## config.mk

```make
export PLATFORM = sky130hd
export DESIGN_NAME = cache_refill
export DESIGN_NICKNAME = d
export VERILOG_FILES = /design/src/rtl/cache_pkg.sv /design/src/rtl/cache_refill_wrapctr.sv /design/src/rtl/cache_refill.sv
export SDC_FILE = /design/constraint.sdc
export NUM_CORES = 1
export LEC_CHECK = 0
export BUFFER_PORTS_ARGS = -buffer_cell sky130_fd_sc_hd__buf_2
export CAP_MARGIN = 20
export CORE_MARGIN = 4
export CORE_UTILIZATION = 40
export CTS_CLUSTER_SIZE = 30
export DETAILED_ROUTE_END_ITERATION = 6
export PLACE_DENSITY = 0.8
export SLEW_MARGIN = 25
export SYNTH_ARGS = -nofsm -noshare
export SYNTH_HDL_FRONTEND = slang
export SYNTH_HIERARCHICAL = 1
export SYNTH_SLANG_ARGS = --single-unit
export TNS_END_PERCENT = 1
```

## constraint.sdc

```tcl
create_clock -name clk -period 1.7 [get_ports clk]
set_input_delay 0.255 -clock clk [delete_from_list [all_inputs] [get_ports clk]]
set_output_delay 0.255 -clock clk [all_outputs]
set_load 0.1 [all_outputs]
```

## src/rtl/cache_pkg.sv

```systemverilog
// Shared types and line-geometry helpers for the cache refill engine.
package cache_pkg;

    typedef enum logic [1:0] {
        IDLE  = 2'd0,
        FETCH = 2'd1,
        DONE  = 2'd2
    } refill_state_t;

    function automatic int word_off_w(input int line_words);
        return $clog2(line_words);
    endfunction

    function automatic int byte_off_w(input int data_width);
        return $clog2(data_width / 8);
    endfunction

    localparam int WORD_OFF_W = word_off_w(4);
    localparam int BYTE_OFF_W = byte_off_w(32);

endpackage

```

## src/rtl/cache_refill_wrapctr.sv

```systemverilog
// Loadable modulo-LINE_WORDS word offset plus a beat counter flagging the final beat.
module cache_refill_wrapctr
    import cache_pkg::*;
#(
    parameter  int LINE_WORDS = 4,
    localparam int OW         = word_off_w(LINE_WORDS)
) (
    input  logic          clk,
    input  logic          reset,
    input  logic          load_i,
    input  logic [OW-1:0] load_off_i,
    input  logic          adv_i,
    output logic [OW-1:0] off_o,
    output logic          last_o
);

    logic [OW-1:0] off_q, off_d;
    logic [OW-1:0] cnt_q, cnt_d;

    // LINE_WORDS is a power of two, so natural overflow gives the wrap.
    always_comb begin
        off_d = off_q;
        cnt_d = cnt_q;
        if (load_i) begin
            off_d = load_off_i;
            cnt_d = '0;
        end else if (adv_i) begin
            off_d = off_q + OW'(1);
            cnt_d = cnt_q + OW'(1);
        end
    end

    always_ff @(posedge clk) begin
        if (reset) begin
            off_q <= '0;
            cnt_q <= '0;
        end else begin
            off_q <= off_d;
            cnt_q <= cnt_d;
        end
    end

    assign off_o  = off_q;
    assign last_o = (cnt_q == OW'(LINE_WORDS - 1));

endmodule

```

## src/rtl/cache_refill.sv

```systemverilog
// Line refill engine: one beat outstanding, done_o LINE_WORDS+1 cycles after accept with zero-wait memory.
// Memory stalls hold mem_addr_o; requests wait in FETCH/DONE. CACHE_REFILL_CWF_EN enables critical word first.
module cache_refill
    import cache_pkg::*;
#(
    parameter  int ADDR_WIDTH = 32,
    parameter  int DATA_WIDTH = 32,
    parameter  int LINE_WORDS = 4,
    localparam int OW         = word_off_w(LINE_WORDS)
) (
    input  logic                  clk,
    input  logic                  reset,
    input  logic                  req_vld_i,
    output logic                  req_rdy_o,
    input  logic [ADDR_WIDTH-1:0] req_addr_i,
    output logic                  mem_stb_o,
    output logic [ADDR_WIDTH-1:0] mem_addr_o,
    input  logic                  mem_ack_i,
    input  logic                  mem_err_i,
    input  logic [DATA_WIDTH-1:0] mem_data_i,
    output logic                  fill_we_o,
    output logic [OW-1:0]         fill_idx_o,
    output logic [DATA_WIDTH-1:0] fill_data_o,
    output logic                  done_o,
    output logic                  err_o
);

    localparam int BW = byte_off_w(DATA_WIDTH);
    localparam int LB = OW + BW;
    localparam logic [ADDR_WIDTH-1:0] LINE_MASK = ADDR_WIDTH'((64'd1 << LB) - 64'd1);

    refill_state_t         state_q, state_d;
    logic                  err_q, err_d;
    logic [ADDR_WIDTH-1:0] addr_q, addr_d;
    logic                  ctr_load, ctr_adv, ctr_last;
    logic [OW-1:0]         off, start_off;

`ifdef CACHE_REFILL_CWF_EN
    assign start_off = req_addr_i[BW +: OW];
`else
    assign start_off = '0;
`endif

    cache_refill_wrapctr #(
        .LINE_WORDS (LINE_WORDS)
    ) u_wrapctr (
        .clk        (clk),
        .reset      (reset),
        .load_i     (ctr_load),
        .load_off_i (start_off),
        .adv_i      (ctr_adv),
        .off_o      (off),
        .last_o     (ctr_last)
    );

    always_comb begin
        state_d  = state_q;
        err_d    = err_q;
        addr_d   = addr_q;
        ctr_load = 1'b0;
        ctr_adv  = 1'b0;
        unique case (state_q)
            IDLE: begin
                if (req_vld_i) begin
                    addr_d   = req_addr_i;
                    err_d    = 1'b0;
                    ctr_load = 1'b1;
                    state_d  = FETCH;
                end
            end
            FETCH: begin
                // An error wins over a simultaneous ack and ends the refill.
                if (mem_err_i) begin
                    err_d   = 1'b1;
                    state_d = DONE;
                end else if (mem_ack_i) begin
                    ctr_adv = 1'b1;
                    if (ctr_last) begin
                        state_d = DONE;
                    end
                end
            end
            DONE:    state_d = IDLE;
            default: state_d = IDLE;
        endcase
    end

    always_ff @(posedge clk) begin
        if (reset) begin
            state_q <= IDLE;
            err_q   <= 1'b0;
            addr_q  <= '0;
        end else begin
            state_q <= state_d;
            err_q   <= err_d;
            addr_q  <= addr_d;
        end
    end

    // Outputs are forced quiet while reset is held, even mid-refill.
    assign req_rdy_o   = reset || (state_q == IDLE);
    assign mem_stb_o   = !reset && (state_q == FETCH);
    assign mem_addr_o  = (addr_q & ~LINE_MASK) | (ADDR_WIDTH'(off) << BW);
    assign fill_we_o   = mem_stb_o && mem_ack_i && !mem_err_i;
    assign fill_idx_o  = off;
    assign fill_data_o = mem_data_i;
    assign done_o      = !reset && (state_q == DONE) && !err_q;
    assign err_o       = !reset && (state_q == DONE) && err_q;

endmodule

```

==> results of run 1 <==
## worst paths after layout
path	end	slack [ns]	cells after the start
worst max-delay path	fill_we_o	0.09	3
worst min-delay path	err_q	0.21	2
worst max register to register	u_wrapctr/off_o[1]	0.31	4
worst min register to register	addr_q[16]	0.47	2
## repair_timing
action / in CTS / in global routing
resized for setup: 2 / 3
hold buffers: 0 / 0
cloned: 0 / 0
setup buffers: 1 / 0
setup endpoints to repair: 1 / 2
hold endpoints to repair: 0 / 0
pin swaps: 1 / 0
## logic make-up after synthesis
| family | Yosys count | synth area share |
|---|---|---|
| compound gates | 7 | 0.0311 |
| mux | 29 | 0.153 |
| other cells | 1 | 0.00198 |
| flops | 35 | 0.370 |
| xor+xnor | 2 | 0.00926 |
| simple gates | 70 | 0.245 |
| fa+ha+maj | 1 | 0.00661 |
| buf+inv | 47 | 0.183 |
## power breakdown
group | total [mW] | leakage, nW | internal, mW | switching [mW]
clock | 0.536 | 0.0371 | 0.273 | 0.263
sequential | 0.917 | 0.288 | 0.881 | 0.0358
combinational | 0.788 | 0.689 | 0.182 | 0.606
total | 2.24 | 1.01 | 1.34 | 0.905
## state kept, by name, indices dropped and copies added (netlist names)
register	count
u_wrapctr/cnt_q	2
addr_q	28
err_q	1
u_wrapctr/off_o	2
state_q	2
## synth_stat cells (all sizes together)
library cell / count
ha: 1
and4b: 1
nor2b: 3
nor4b: 1
nor3: 3
and4bb: 1
conb: 1
a21oi: 1
o21bai: 1
xnor2: 2
mux2i: 29
dfxtp: 35
o2bb2ai: 1
a211oi: 2
a21o: 1
a2111oi: 1
buf: 39
nor2: 1
inv: 2
nand2b: 58
nor3b: 2
clkbuf: 6
## metrics by stage
step	setup TNS [ns]	utilization
global placement	0	0.467
floorplan	-1.92	-
CTS	0	0.486
global route	0	0.488
detailed placement	0	0.467
finish	0	0.488
## cells in the final DEF (no fill, tap or decap), drive strengths merged, types with 2 or more instances in the layout
master  instances
buf            74
nand2b         58
dfxtp          35
mux2i          29
clkbuf          6
conb            4
nor2b           3
nor3            3
nor3b           2
xnor2           2
inv             2
a211oi          2
## layout make-up
type	count	share of cell area
well taps	52	0.0298
inverters	2	0.00344
flip-flops and latches	35	0.322
multi-input cells	113	0.402
clock buffers	6	0.0332
repair buffers	74	0.210
## routing by layer
| metal | routed length (um) | part of all wire | global-route usage | up-vias |
|---|---|---|---|---|
| met1 | 1440 | 0.42 | 0.132 | 592 |
| met4 | 40 | 0.012 | 0.0580 | 0 |
| met3 | 274 | 0.079 | 0.0410 | 11 |
| met2 | 1700 | 0.49 | 0.198 | 48 |
| li1 | - | - | - | 657 |
| met5 | 0 | 0 | 0 | - |
==> key figures, run 1 <==
Run status
  • Result of the run: complete, no violations

Worst setup path
  • Kind of end point of the critical path: primary output
  • Critical path class: register to primary output
  • Maximum fanout encountered on the critical timing path: 6
  • Critical path buffers and inverters: 1
  • Critical Path AT: 1.35 ns
  • Maximum cell stage delay along the critical path: 0.37 ns
  • Critical path launch point: state_q[1]
  • Worst r2r src: state_q[1]
  • Crit path required time: 1.44 ns
  • Cell at the slowest stage of the critical path: sky130_fd_sc_hd__dfxtp_2
  • Family of cells with the greatest summed delay on the critical path: simple AND/OR/NAND/NOR gates
  • Critical path, cell by cell: and4bb_4, nor2b_2, buf_12
  • Kind of start point of the critical path: register

Placement
  • Placed instance count: 275
  • HPWL Detailed: 2.55 mm
  • Routability cong.: 0.716
  • Worst-case setup slack after placement: 0.213 ns
  • Post-detailed-placement cell area: 2090 sq um
  • I/O Buffers: 69

Floorplan
  • Full die area: 5890 sq um
  • Number of top-level design ports: 140
  • Placement Rows: 24
  • Effective utilization at floorplan: 0.423
  • Total core area: 4470 sq um
  • Vertical die dimension: 76.8 um
  • Die Span X: 76.8 um

Global route
  • Vias in the first global route: 1373
  • Wire length of the first global-routing pass: 5.87 mm
  • Antenna violations before repair: 0
  • Largest net degree at the start of global routing: 35
  • GR Util All Layers: 0.118
  • Gr ovfl total: 0

Timing
  • Worst path setup slack after routing: 0.0900 ns
  • Max-slew violation count: 0
  • Final hold violation count: 0
  • Unrepaired setup endpoints after global routing: no
  • Final Cycle Share: 0.947
  • Worst Skew: 0.00300 ns
  • Top achievable clock speed: 621 MHz
  • Setup-violating endpoint count in the final report: 0
  • Time the worst path needs with I/O delays and setup: 1.61 ns
  • Post-route worst hold slack: 0.213 ns

Layout
  • Antenna cell count: 0
  • Layout cells sized above 1: 0.383
  • Sequential cell area: 703 sq um
  • Area growth, synth to finish: 15.4%
  • Number of inserted filler cells in the final layout: 430
  • Final std cells w/o fill: 282
  • Number of nets in the layout: 301
  • Fin area: 2180 sq um
  • Multi-input combinational cell area: 877 sq um

Routing
  • Final ANT Viol Nets: 0
  • Drt wl/cell: 12.3 um
  • Violation count after the first detailed-route iteration: 52
  • Final wirelength: 3.46 mm
  • Remaining DRCs: 0
  • Vias/cell: 4.64
  • DR pass1 iterations: 2
  • Total via count in the routed design: 1308

Yosys
  • Part of the Yosys area used for sequential elements: 0.370
  • Area contributors post-synth: sky130_fd_sc_hd__dfxtp_1 37%, sky130_fd_sc_hd__nand2b_1 19%, sky130_fd_sc_hd__mux2i_1 15%, sky130_fd_sc_hd__buf_4 14%, sky130_fd_sc_hd__buf_8 2.4%
  • #FFs+latches synth: 35
  • Fraction of synthesized cell area taken by the top area cell type: 0.370
  • Post-synthesis cell type count: 24
  • Avg Inst Size Synth: 9.85 sq um
  • Yosys warning total: 6
  • Number of cells produced by synthesis: 192
  • Mapped Area: 1890 sq um
  • Top cell type by total area after synthesis: sky130_fd_sc_hd__dfxtp_1

Clocking
  • Clock tree from TritonCTS: yes
  • CTS Root Cell: sky130_fd_sc_hd__clkbuf_8
  • Clock latency at the later pin of the worst-skew pair: 0.27 ns
  • H-tree Lvls: 2
  • Number of buffers inserted during clock tree synthesis: 5
  • Clock input transition at the sequential cells of the worst setup and hold paths: 0.06 ns
  • Number of buffers on the longest clock path: 2
  • Clock sinks: 35

Power
  • Maximum ir drop on the vdd rail: 490 uV
  • Power density over the cells: 1030 nW/um^2
  • Lkg Pwr: 1.01 nW
  • Pwr Total: 2.24 mW

Min path
  • Classification of the worst-slack hold path: primary input to register
  • Startpoint of the lowest-slack hold path: mem_err_i

Job
  • Max-Cap Viols: 0
(Power assumes the default switching activity.)
==> run 2: changes to the inputs <==
--- a/config.mk
+++ b/config.mk
@@ -11,7 +11,7 @@
 export CORE_UTILIZATION = 40
 export CTS_CLUSTER_SIZE = 30
 export DETAILED_ROUTE_END_ITERATION = 6
-export PLACE_DENSITY = 0.8
+export PLACE_DENSITY = 0.9
 export SLEW_MARGIN = 25
 export SYNTH_ARGS = -nofsm -noshare
 export SYNTH_HDL_FRONTEND = slang
==> run 2 against run 1 <==
Wire length grew 0.26%. Register-to-register slack lost 0.08 ns. Maximum frequency fell by 0.16%. Clock skew up 0.00075 ns. Clock power is 21% higher. Core utilization increased by 0.36 points. Combinational power about the same. Clock-buffer cell count up 2. Highest routed layer unchanged.
==> key figures, run 2 (same netlist as run 1, synthesis figures left out) <==
Routing
  • DR pass1 iterations: 3 (was 2)
  • Total via count in the routed design: 1318 (was 1308)
  • Final wirelength: 3.47 mm (was 3.46 mm)
  • Final ANT Viol Nets: 0 (unchanged)
  • Drt wl/cell: 12.2 um (was 12.3 um)
  • Vias/cell: 4.64 (about the same)
  • Remaining DRCs: 0 (unchanged)
  • Violation count after the first detailed-route iteration: 23 (was 52)

Power
  • Clock network fraction of design power: 0.277 (was 0.239)
  • Cell internal power dissipation: 1.43 mW (was 1.34 mW)
  • Maximum ir drop on the vdd rail: 576 uV (was 490 uV)
  • Lkg Pwr: 1.03 nW (was 1.01 nW)
  • Switching power: 0.921 mW (was 0.905 mW)
  • Pwr Total: 2.35 mW (was 2.24 mW)
  • Portion of total power attributed to sequential cells: 0.390 (was 0.409)
  • Proportion of power drawn by combinational gates: 0.334 (was 0.352)
  • Sw Share: 0.392 (was 0.404)
  • Power density over the cells: 1070 nW/um^2 (was 1030 nW/um^2)

Global route
  • Antenna violations before repair: 0 (unchanged)
  • GR Util All Layers: 0.121 (was 0.118)
  • Largest net degree at the start of global routing: 31 (was 35)
  • Gr ovfl total: 0 (unchanged)
  • Vias in the first global route: 1331 (was 1373)
  • Wire length of the first global-routing pass: 5.84 mm (was 5.87 mm)

Clocking
  • Number of buffers inserted during clock tree synthesis: 5 (unchanged)
  • Clock latency at the later pin of the worst-skew pair: 0.28 ns (was 0.27 ns)
  • Clock input transition at the sequential cells of the worst setup and hold paths: 0.07 ns (was 0.06 ns)
  • Number of buffers on the longest clock path: 2 (unchanged)
  • H-tree Lvls: 2 (unchanged)
  • Clock sinks: 35 (unchanged)
  • CTS Root Cell: sky130_fd_sc_hd__clkbuf_8 (unchanged)
  • Post-CTS Hold Fix Bufs: 0 (unchanged)
  • Clock tree from TritonCTS: yes (unchanged)

Worst setup path
  • Maximum cell stage delay along the critical path: 0.47 ns (was 0.37 ns)
  • Family of cells with the greatest summed delay on the critical path: flip-flops (was simple AND/OR/NAND/NOR gates)
  • Critical path, cell by cell: and4bb_2, nor2b_2, buf_12 (was and4bb_4, nor2b_2, buf_12)
  • Kind of end point of the critical path: primary output (unchanged)
  • Critical path launch point: state_q[1] (unchanged)
  • Crit path required time: 1.44 ns (about the same)
  • Cell at the slowest stage of the critical path: sky130_fd_sc_hd__dfxtp_1 (was sky130_fd_sc_hd__dfxtp_2)
  • Worst r2r src: state_q[1] (unchanged)
  • Kind of start point of the critical path: register (unchanged)
  • Critical Path AT: 1.36 ns (was 1.35 ns)
  • Critical path class: register to primary output (unchanged)
  • Maximum fanout encountered on the critical timing path: 6 (unchanged)
  • Critical path buffers and inverters: 1 (unchanged)

Floorplan
  • Die Span X: 76.8 um (unchanged)
  • Effective utilization at floorplan: 0.423 (unchanged)
  • Full die area: 5890 sq um (unchanged)
  • Total core area: 4470 sq um (unchanged)
  • Placement Rows: 24 (unchanged)
  • Number of top-level design ports: 140 (unchanged)
  • Vertical die dimension: 76.8 um (unchanged)

Layout
  • Area growth, synth to finish: 16.3% (was 15.4%)
  • Antenna cell count: 0 (unchanged)
  • Fin area: 2200 sq um (was 2180 sq um)
  • Layout cells sized above 1: 0.384 (was 0.383)
  • Largest reg by FF count: addr_q (unchanged)
  • Number of flip-flops under the largest register name: 28 (unchanged)
  • Fin util: 0.492 (was 0.488)
  • Highest-count cells in the layout ignoring fill and taps: 64 x sky130_fd_sc_hd__buf_2, 58 x sky130_fd_sc_hd__nand2b_1, 34 x sky130_fd_sc_hd__dfxtp_1 (was 64 x sky130_fd_sc_hd__buf_2, 58 x sky130_fd_sc_hd__nand2b_1, 33 x sky130_fd_sc_hd__dfxtp_1)
  • Final std cells w/o fill: 284 (was 282)
  • Number of nets in the layout: 301 (unchanged)
  • Commonest non-fill, non-tap cell in the layout: sky130_fd_sc_hd__buf_2 (unchanged)

Timing
  • Top achievable clock speed: 620 MHz (was 621 MHz)
  • Worst path setup slack after routing: 0.0875 ns (was 0.0900 ns)
  • Max-slew violation count: 0 (unchanged)
  • Worst Skew: 0.00376 ns (was 0.00300 ns)
  • Total Neg Setup Slack: 0 ns (unchanged)
  • Setup-violating endpoint count in the final report: 0 (unchanged)
  • Final Cycle Share: 0.949 (was 0.947)
  • Post-route worst hold slack: 0.205 ns (was 0.213 ns)
  • Time the worst path needs with I/O delays and setup: 1.61 ns (about the same)
  • Final hold violation count: 0 (unchanged)
  • Unrepaired setup endpoints after global routing: no (unchanged)

Min path
  • Classification of the worst-slack hold path: primary input to register (unchanged)
  • Startpoint of the lowest-slack hold path: mem_err_i (unchanged)

Placement
  • Placed instance count: 275 (unchanged)
  • Routability cong.: 0.744 (was 0.716)
  • Post-detailed-placement cell area: 2090 sq um (unchanged)
  • HPWL Detailed: 2.68 mm (was 2.55 mm)
  • Worst-case setup slack after placement: 0.198 ns (was 0.213 ns)
  • I/O Buffers: 69 (unchanged)

Job
  • Max-Cap Viols: 0 (unchanged)

Run status
  • Result of the run: complete, no violations (unchanged)
run 2: worst register-to-register path, cell delays in order, from the launching register on:
cell                        delay [ns]
sky130_fd_sc_hd__dfxtp_1          0.47
sky130_fd_sc_hd__and4bb_2         0.27
sky130_fd_sc_hd__buf_4            0.16
sky130_fd_sc_hd__and4b_1          0.21
sky130_fd_sc_hd__a2111oi_2        0.26
run 2: power groups by stage:
stage / clock network [mW] / logic (mW) / registers (mW)
after floorplan: 0 / 0.629 / 1.33
after CTS: 0.680 / 0.793 / 0.916
after detailed placement: 0 / 0.791 / 0.934
after global routing: 0.719 / 0.820 / 0.924
final: 0.650 / 0.785 / 0.916
after global placement: 0 / 0.780 / 0.930
run 2: metal layers:
metal  up-vias  share of wire  track usage
met5         -              0            0
met4         0          0.012       0.0435
met3         8          0.090       0.0597
met2        62           0.50        0.206
met1       591           0.40        0.129
li1        657              -            -
run 2: final timing paths:
kind,endpoint,slack (ns),cells after the start
setup reg to reg,u_wrapctr/off_o[1],0.23,4
hold reg to reg,addr_q[22],0.47,2
setup / recovery,fill_we_o,0.09,3
hold / removal,err_q,0.21,2
run 2: layout make-up:
cell class	count	area (sq um)
Fill cell	421	2270
Multi-Input combinational cell	113	867
Sequential cell	35	702
Timing Repair Buffer	74	458
Clock buffer	8	100
Tap cell	52	65.1
Inverter	2	7.51
run 2: what timing repair did:
item                       4_1_cts  5_1_grt
setup buffers                    1        0
setup endpoints to repair        1        1
pin swaps                        1        0
gates resized for setup          1        1
gates cloned                     0        0
==> run 3: changes to the inputs <==
--- a/config.mk
+++ b/config.mk
@@ -11,7 +11,7 @@
 export CORE_UTILIZATION = 40
 export CTS_CLUSTER_SIZE = 30
 export DETAILED_ROUTE_END_ITERATION = 6
-export PLACE_DENSITY = 0.9
+export PLACE_DENSITY = 0.92
 export SLEW_MARGIN = 25
 export SYNTH_ARGS = -nofsm -noshare
 export SYNTH_HDL_FRONTEND = slang
==> run 3 against run 2 <==
Die area is the same. Flip-flop and latch count is the same. Clock-buffer cell count is the same. Core utilization grew 0.22 points. Setup slack gained 0.017 ns. Combinational power grew 0.8%. Register-to-register slack gained 0.04 ns. Sequential power is essentially flat. Critical path depth is the same. Cell area grew 0.46%. Clock power is essentially flat.
==> key figures, run 3 (same netlist as run 1, synthesis figures left out) <==
Run status
  • Result of the run: complete, no violations (unchanged)

Routing
  • Final ANT Viol Nets: 0 (unchanged)
  • Final wirelength: 3.56 mm (was 3.47 mm)
  • Remaining DRCs: 0 (unchanged)
  • Drt wl/cell: 12.6 um (was 12.2 um)
  • Violation count after the first detailed-route iteration: 28 (was 23)
  • Vias/cell: 4.64 (about the same)
  • Total via count in the routed design: 1314 (was 1318)
  • DR pass1 iterations: 4 (was 3)

Floorplan
  • Number of top-level design ports: 140 (unchanged)
  • Total core area: 4470 sq um (unchanged)
  • Vertical die dimension: 76.8 um (unchanged)
  • Effective utilization at floorplan: 0.423 (unchanged)
  • Die Span X: 76.8 um (unchanged)
  • Full die area: 5890 sq um (unchanged)
  • Placement Rows: 24 (unchanged)

Layout
  • Sequential cell area: 703 sq um (was 702 sq um)
  • Largest reg by FF count: addr_q (unchanged)
  • Highest-count cells in the layout ignoring fill and taps: 64 x sky130_fd_sc_hd__buf_2, 58 x sky130_fd_sc_hd__nand2b_1, 33 x sky130_fd_sc_hd__dfxtp_1 (was 64 x sky130_fd_sc_hd__buf_2, 58 x sky130_fd_sc_hd__nand2b_1, 34 x sky130_fd_sc_hd__dfxtp_1)
  • Multi-input combinational cell area: 871 sq um (was 867 sq um)
  • Number of inserted filler cells in the final layout: 425 (was 421)
  • Number of flip-flops under the largest register name: 28 (unchanged)
  • Antenna cell count: 0 (unchanged)
  • Area growth, synth to finish: 16.8% (was 16.3%)
  • Commonest non-fill, non-tap cell in the layout: sky130_fd_sc_hd__buf_2 (unchanged)
  • Layout cells sized above 1: 0.385 (was 0.384)
  • Final std cells w/o fill: 283 (was 284)
  • Number of nets in the layout: 300 (was 301)

Worst setup path
  • Maximum fanout encountered on the critical timing path: 6 (unchanged)
  • Kind of start point of the critical path: register (unchanged)
  • Reg-to-reg slack, setup: 0.27 ns (was 0.23 ns)
  • Worst r2r src: state_q[1] (unchanged)
  • Kind of end point of the critical path: primary output (unchanged)
  • Number of cell instances on the worst register-to-register path: 4 (unchanged)
  • Critical R2R Capture: u_wrapctr/off_o[1] (unchanged)
  • Critical Path AT: 1.34 ns (was 1.36 ns)
  • Critical path class: register to primary output (unchanged)
  • Crit path required time: 1.44 ns (about the same)

Timing
  • Unrepaired setup endpoints after global routing: no (unchanged)
  • Setup-violating endpoint count in the final report: 0 (unchanged)
  • Max-slew violation count: 0 (unchanged)
  • Time the worst path needs with I/O delays and setup: 1.60 ns (was 1.61 ns)
  • Worst Skew: 0.00156 ns (was 0.00376 ns)
  • Worst path setup slack after routing: 0.105 ns (was 0.0875 ns)
  • Final Cycle Share: 0.938 (was 0.949)
  • Top achievable clock speed: 627 MHz (was 620 MHz)
  • Final hold violation count: 0 (unchanged)

Clocking
  • Clock tree from TritonCTS: yes (unchanged)
  • Post-CTS Hold Fix Bufs: 0 (unchanged)
  • H-tree Lvls: 2 (unchanged)
  • Clock input transition at the sequential cells of the worst setup and hold paths: 0.07 ns (about the same)
  • Number of buffers inserted during clock tree synthesis: 5 (unchanged)
  • Clock latency at the later pin of the worst-skew pair: 0.28 ns (about the same)
  • Clock sinks: 35 (unchanged)
  • Number of buffers on the longest clock path: 2 (unchanged)
  • CTS Root Cell: sky130_fd_sc_hd__clkbuf_8 (unchanged)

Global route
  • Antenna violations before repair: 0 (unchanged)
  • Vias in the first global route: 1283 (was 1331)
  • Largest net degree at the start of global routing: 37 (was 31)
  • Wire length of the first global-routing pass: 6.06 mm (was 5.84 mm)
  • Gr ovfl total: 0 (unchanged)
  • GR Util All Layers: 0.127 (was 0.121)

Power
  • Power density over the cells: 1070 nW/um^2 (about the same)
  • Lkg Pwr: 1.03 nW (about the same)
  • Maximum ir drop on the vdd rail: 558 uV (was 576 uV)
  • Pwr Total: 2.36 mW (was 2.35 mW)

Placement
  • Routability cong.: 0.733 (was 0.744)
  • Placed instance count: 274 (was 275)
  • Worst-case setup slack after placement: 0.204 ns (was 0.198 ns)
  • HPWL Detailed: 2.59 mm (was 2.68 mm)
  • I/O Buffers: 69 (unchanged)

Min path
  • Worst min-delay path endpoint: err_q (unchanged)
  • Classification of the worst-slack hold path: primary input to register (unchanged)
  • Hold path depth: 2 (unchanged)
  • Startpoint of the lowest-slack hold path: mem_err_i (unchanged)

Job
  • Max-Cap Viols: 0 (unchanged)
[run 3: power breakdown]
part / switching [mW] / total, mW / internal (mW) / leakage, nW
logic: 0.608 / 0.791 / 0.184 / 0.688
clock network: 0.281 / 0.651 / 0.369 / 0.0515
registers: 0.0359 / 0.917 / 0.881 / 0.288
[run 3: final cells by class]
| class | count | area share |
|---|---|---|
| Clock buffer | 8 | 0.0453 |
| Inverter | 2 | 0.00340 |
| Multi-Input combinational cell | 113 | 0.394 |
| Sequential cell | 35 | 0.318 |
| Tap cell | 52 | 0.0294 |
| Timing Repair Buffer | 73 | 0.210 |
[run 3: routing by layer]
layer	part of all wire	GRT usage	vias to the layer above
li1	-	-	659
met2	0.46	0.208	58
met4	0.022	0.0580	0
met1	0.41	0.137	578
met3	0.11	0.0632	19
met5	0	0	-
[run 3: worst max path at each step]
stage | startpoint | endpoint | slack [ns] | depth (start not counted)
2_1_floorplan | state_q[1] | req_rdy_o | -0.34 | 1
3_3_place_gp | state_q[0] | fill_we_o | 0.25 | 3
3_5_place_dp | state_q[0] | fill_we_o | 0.20 | 3
4_1_cts | state_q[1] | fill_we_o | 0.04 | 3
5_1_grt | state_q[1] | fill_we_o | 0.05 | 3
6_report | state_q[1] | fill_we_o | 0.10 | 3
[run 3: what timing repair did]
action | CTS | global route
buffers inserted | 1 | 0
endpoints found under the setup margin | 1 | 1
pin swaps | 1 | 0
gates resized for setup | 3 | 1
[run 3: metrics by stage]
step	hold slack, ns	setup TNS (ns)	utilization	instance area [sq um]
after floorplan	0.324	-1.92	-	1910
after global placement	0.455	0	0.468	2100
after detailed placement	0.463	0	0.468	2100
after CTS	0.190	0	0.494	2210
after global routing	0.198	0	0.494	2210
final	0.206	0	0.494	2210
[run 3: worst max-delay path: stages (launching register included)]
cell                       delay, ns
sky130_fd_sc_hd__dfxtp_2        0.36
sky130_fd_sc_hd__and4bb_4       0.33
sky130_fd_sc_hd__nor2b_2        0.18
sky130_fd_sc_hd__buf_12         0.19
